`config.mk`:
```
export PLATFORM = sky130hd
export DESIGN_NAME = bit_period_timer
export DESIGN_NICKNAME = d
export VERILOG_FILES = /design/src/rtl/bit_period_timer.sv
export SDC_FILE = /design/constraint.sdc
export NUM_CORES = 1
export LEC_CHECK = 0
export ABC_AREA = 0
export CORE_ASPECT_RATIO = 0.8
export CORE_UTILIZATION = 59
export CTS_BUF_LIST = sky130_fd_sc_hd__clkbuf_8
export DETAILED_ROUTE_END_ITERATION = 6
export GPL_ROUTABILITY_DRIVEN = 0
export PLACE_DENSITY = 0.78
export SLEW_MARGIN = 20
export SYNTH_ARGS = -nofsm -noshare
export SYNTH_HDL_FRONTEND = slang
export SYNTH_SLANG_ARGS = --single-unit
```
`constraint.sdc`:
```
create_clock -name clk -period 6.35 [get_ports clk]
set_input_delay 0.9525 -clock clk [delete_from_list [all_inputs] [get_ports clk]]
set_output_delay 0.9525 -clock clk [all_outputs]
set_load 0.01 [all_outputs]
```
`src/rtl/bit_period_timer.sv`:
```
// Bit-period timing controller for the serial receive path: mid-bit sample strobes
// for each data bit, then a stop-bit interval ending in a one-cycle packet_done pulse.
module bit_period_timer #(
  parameter int CNT_BITS     = 16,
  parameter int BIT_CNT_BITS = 4
) (
  input  logic                    clk,
  input  logic                    rst,
  input  logic                    start,
  input  logic                    clear,
  input  logic [CNT_BITS-1:0]     bit_period,
  input  logic [BIT_CNT_BITS-1:0] num_bits,
  output logic                    shift_strobe,
  output logic                    packet_done,
  output logic                    busy,
  output logic [BIT_CNT_BITS-1:0] bit_count
);

  typedef enum logic [1:0] {
    IDLE  = 2'd0,
    FIRST = 2'd1,
    DATA  = 2'd2,
    STOP  = 2'd3
  } state_t;

  localparam logic [CNT_BITS:0]       CNT_ONE = (CNT_BITS+1)'(1);
  localparam logic [BIT_CNT_BITS-1:0] BIT_ONE = BIT_CNT_BITS'(1);
  localparam logic [CNT_BITS-1:0]     MIN_PER = CNT_BITS'(2);

  state_t                  state_reg, state_next;
  logic [CNT_BITS:0]       cnt_reg, cnt_next;
  logic [CNT_BITS-1:0]     period_reg, period_next;
  logic [BIT_CNT_BITS-1:0] nbits_reg, nbits_next;
  logic [BIT_CNT_BITS-1:0] bit_count_reg, bit_count_next;
  logic [BIT_CNT_BITS-1:0] bit_count_inc;
  logic [CNT_BITS:0]       first_target;
  logic [CNT_BITS:0]       target;
  logic                    hit;

  // The first interval lands mid-bit: 1.5 periods, one extra bit so P near max cannot wrap.
  assign first_target  = {1'b0, period_reg} + {2'b00, period_reg[CNT_BITS-1:1]};
  assign target        = (state_reg == FIRST) ? first_target : {1'b0, period_reg};
  assign hit           = (cnt_reg == target);
  assign bit_count_inc = bit_count_reg + BIT_ONE;

  always_ff @(posedge clk or posedge rst) begin
    if (rst) begin
      state_reg     <= IDLE;
      cnt_reg       <= '0;
      period_reg    <= '0;
      nbits_reg     <= '0;
      bit_count_reg <= '0;
    end else begin
      state_reg     <= state_next;
      cnt_reg       <= cnt_next;
      period_reg    <= period_next;
      nbits_reg     <= nbits_next;
      bit_count_reg <= bit_count_next;
    end
  end

  always_comb begin
    state_next     = state_reg;
    cnt_next       = cnt_reg;
    period_next    = period_reg;
    nbits_next     = nbits_reg;
    bit_count_next = bit_count_reg;
    shift_strobe   = 1'b0;
    packet_done    = 1'b0;

    if (clear) begin
      // Abort: strobe/done of this cycle are dropped and bit_count keeps its value.
      state_next = IDLE;
      cnt_next   = '0;
    end else begin
      case (state_reg)
        IDLE: begin
          if (start) begin
            state_next     = FIRST;
            cnt_next       = CNT_ONE;
            bit_count_next = '0;
            period_next    = (bit_period < MIN_PER) ? MIN_PER : bit_period;
            nbits_next     = (num_bits == '0) ? BIT_ONE : num_bits;
          end
        end
        FIRST, DATA: begin
          if (hit) begin
            shift_strobe   = 1'b1;
            cnt_next       = CNT_ONE;
            bit_count_next = bit_count_inc;
            state_next     = (bit_count_inc == nbits_reg) ? STOP : DATA;
          end else begin
            cnt_next = cnt_reg + CNT_ONE;
          end
        end
        STOP: begin
          if (hit) begin
            packet_done = 1'b1;
            state_next  = IDLE;
            cnt_next    = '0;
          end else begin
            cnt_next = cnt_reg + CNT_ONE;
          end
        end
        default: begin
          state_next = IDLE;
          cnt_next   = '0;
        end
      endcase
    end
  end

  assign busy      = (state_reg != IDLE);
  assign bit_count = bit_count_reg;

endmodule

```
==> impl_metrics.py <==
metrics = {
    "power_and_ir_drop": {
        "p_total_mw": 1.30,
        "total_leakage_power_nw": 1.60,
        "pwr_density_cell_mw_per_mm2": 313,
        "peakVddDrop_mv": 0.140,
    },
    "floorplan": {
        "core_area_mm2": 0.00601,
        "die_w_um": 90.9,
        "die_area_mm2": 0.00664,
        "ios": 31,
        "chipHeight_um": 73.1,
        "rows": 25,
        "start_util_pct": 62.1,
    },
    "worst_setup_path": {
        "setup.worst_path.class": "reg -> out",
        "worstPathMaxFanout": 8,
        "end_kind": "output port",
        "worst_setup_path_start_kind": "flop",
        "arrival_ns": 4.79,
        "worstPathRequired_ns": 5.40,
    },
    "yosys": {
        "netlist_area_mm2": 0.00373,
        "yosys_warnings": 0,
        "synth-seq-cells": 43,
        "ys_seq_area_share_pct": 28.9,
        "synth-main-ff-cell": "dfrtp_1",
        "synth.distinct_cells": 72,
        "syn-num-nets": 478,
        "syn_area_per_cell_um2": 8.63,
        "synth_edf_count": 0,
        "postSynthCellCount": 432,
        "async_flop_share_pct": 100,
    },
    "global_route": {
        "grt_overflow_total": 0,
        "grt_usage_pct": 31.9,
        "grtUsageMet2_pct": 47.2,
        "antenna_found_initial": 0,
        "grt_first_pass_wirelength_um": 16500,
        "use_met3_pct": 6.56,
        "grt_pass1_vias": 3178,
        "grt_max_degree": 44,
        "gr-max-usage-layer": "met1",
        "grt_util_met1_pct": 47.3,
    },
    "layout": {
        "multiInputGateArea_mm2": 0.00242,
        "layout_common_cells": "43 x dfrtp_1, 39 x nand2_1, 30 x clkdlybuf4s50_1",
        "nFillCells": 504,
        "drive_gt1_share_pct": 9.91,
        "antennaDiodeCount": 0,
        "final_cells": 525,
        "regArea_mm2": 0.00108,
        "final_common_cell": "dfrtp_1",
        "areaGrowthSynthToFinish_pct": 11.2,
        "final_nets": 489,
        "largest_reg_flops": 17,
    },
    "clock_tree": {
        "post_cts_buffers": 0,
        "cts_root_buf": "clkbuf_8",
        "cts.clk_slew.worst_paths_ns": 0.09,
        "insertion_delay_ns": 0.31,
        "clkSinkCount": 43,
        "cts_buffer_depth": 2,
        "ctsResizeCount": 0,
        "ctsHtreeMaxLevel": 2,
        "numCtsBuffers": 5,
        "cts_tree": "built",
        "cts_hold_buf": 0,
    },
    "timing": {
        "finalSetupViolations": 0,
        "fmax_mhz": 174,
        "period_needed_ns": 5.74,
        "timing.final.crit_share_pct": 90.4,
        "setup-tns-final_ns": 0,
        "slew_violations": 0,
        "maxSlewHeadroom_pct": 36.1,
        "rsz0062_at_grt": "no",
        "holdWs_ns": 0.552,
        "worst_slew_pin_slew_ns": 0.959,
        "report.final.hold_viol_count": 0,
        "fin_worst_skew_ns": 0.00841,
    },
    "place": {
        "placed_cells": 517,
        "numPortBuffers": 30,
        "place_hpwl_um": 7620,
    },
    "drt": {
        "first_iter_violations": 420,
        "wirelength_um": 10200,
        "via_per_inst": 6.65,
        "first_pass_iters": 5,
        "drc_errors": 0,
        "wl_per_cell_um": 19.4,
        "vias": 3493,
        "ant_nets": 0,
    },
    "status": {
        "status": "complete, no violations",
    },
    "hold_path": {
        "hold_path.class": "reg -> reg",
    },
    "job": {
        "drv_cap": 0,
    },
}
-- worst paths after layout --
kind / startpoint / end / slack (ns) / cells after the start
max in group asynchronous: rst / period_reg[5] / 4.88 / 3
worst min register to register: nbits_reg[0] / nbits_reg[0] / 0.55 / 2
worst max-delay path: period_reg[1] / shift_strobe / 0.61 / 11
worst min-delay path: nbits_reg[0] / nbits_reg[0] / 0.55 / 2
min in group asynchronous: rst / bit_count[2] / 1.09 / 3
worst max register to register: period_reg[1] / cnt_reg[9] / 1.91 / 11
-- synth_stat cells, types with 2 or more instances --
cell       number  share of area (%)
xnor2_1        22                5.2
a311oi_1        2               0.47
nor4b_1         2               0.47
o211ai_1        5                1.0
a31oi_1         6                1.0
o22ai_1         4               0.67
nand3_1        27                3.6
a32oi_1         2               0.47
o311ai_0       10                2.3
o2bb2ai_1       2               0.47
or4_1           2               0.40
a22oi_1         2               0.40
a211oi_1        3               0.60
nor3b_2         2               0.67
nand4_1         3               0.50
mux2i_1        10                2.7
o41ai_1         2               0.47
ha_1           21                7.0
nand2b_1        4               0.67
and4_1          2               0.47
dfrtp_1        43                 29
clkbuf_1       17                1.7
buf_2           4               0.54
or3_1           6                1.0
nor2_1         16                1.6
xor2_1          9                2.1
a21oi_1        21                2.8
nand2_1        39                3.9
buf_1           3               0.30
nor4_1          8                1.3
nor2b_1         4               0.67
nor3_1         19                2.6
and3_1          5               0.84
buf_6           3               0.91
o21ai_0        16                2.1
o21a_1          3               0.60
or2_2           3               0.50
a22o_1          4               0.94
mux2_2         18                5.4
inv_1          24                2.4
a21o_1          3               0.60
-- final cells by class --
class / count / area share (%)
clock buffer: 5 / 1.66
clock inverter: 3 / 1.63
inverter: 25 / 2.26
multi-input combinational: 336 / 58.4
sequential: 43 / 26.0
tap: 81 / 2.44
timing repair buffer: 32 / 7.60
-- through the flow --
| stage | utilization (%) | setup WS, ns | instance area [um^2] |
|---|---|---|---|
| after floorplan | - | 1.89 | 3730 |
| after global placement | 66.7 | 1.14 | 4010 |
| after detailed placement | 66.7 | 0.992 | 4010 |
| after CTS | 69.0 | 0.665 | 4140 |
| after global routing | 69.0 | 0.407 | 4150 |
| final | 69.0 | 0.610 | 4150 |
-- metal layers --
| layer | wire length [um] | vias up |
|---|---|---|
| met5 | 0 | - |
| li1 | - | 1625 |
| met2 | 4280 | 176 |
| met3 | 942 | 34 |
| met1 | 4700 | 1658 |
| met4 | 245 | 0 |
-- worst max-delay path: stages (launching register included) --
cell             delay, ns
dfrtp_1               0.46
ha_1                  0.26
fa_1                  0.42
a21o_1                0.23
a221o_1               0.40
nor3b_2               0.22
nor4_2                0.36
mux2_2                0.38
o41ai_1               0.55
and3_1                0.47
and3_1                0.21
clkdlybuf4s50_1       0.53
-- cell families after synthesis --
| logic type | count (synthesis) | share of synthesized area [%] |
|---|---|---|
| buffers and inverters | 53 | 6.18 |
| flip-flops | 43 | 28.9 |
| XOR/XNOR | 31 | 7.28 |
| adder cells (fa/ha/maj) | 22 | 7.59 |
| AO/OA/AOI/OAI | 105 | 20.5 |
| AND/OR/NAND/NOR | 148 | 20.7 |
| multiplexers | 30 | 8.83 |
-- report_power, final --
group	switching, mW	total (mW)	internal (mW)
Clock	0.104	0.261	0.157
Sequential	0.0594	0.369	0.310
Combinational	0.382	0.666	0.284
No activity file was read; power rests on OpenSTA's default activity.
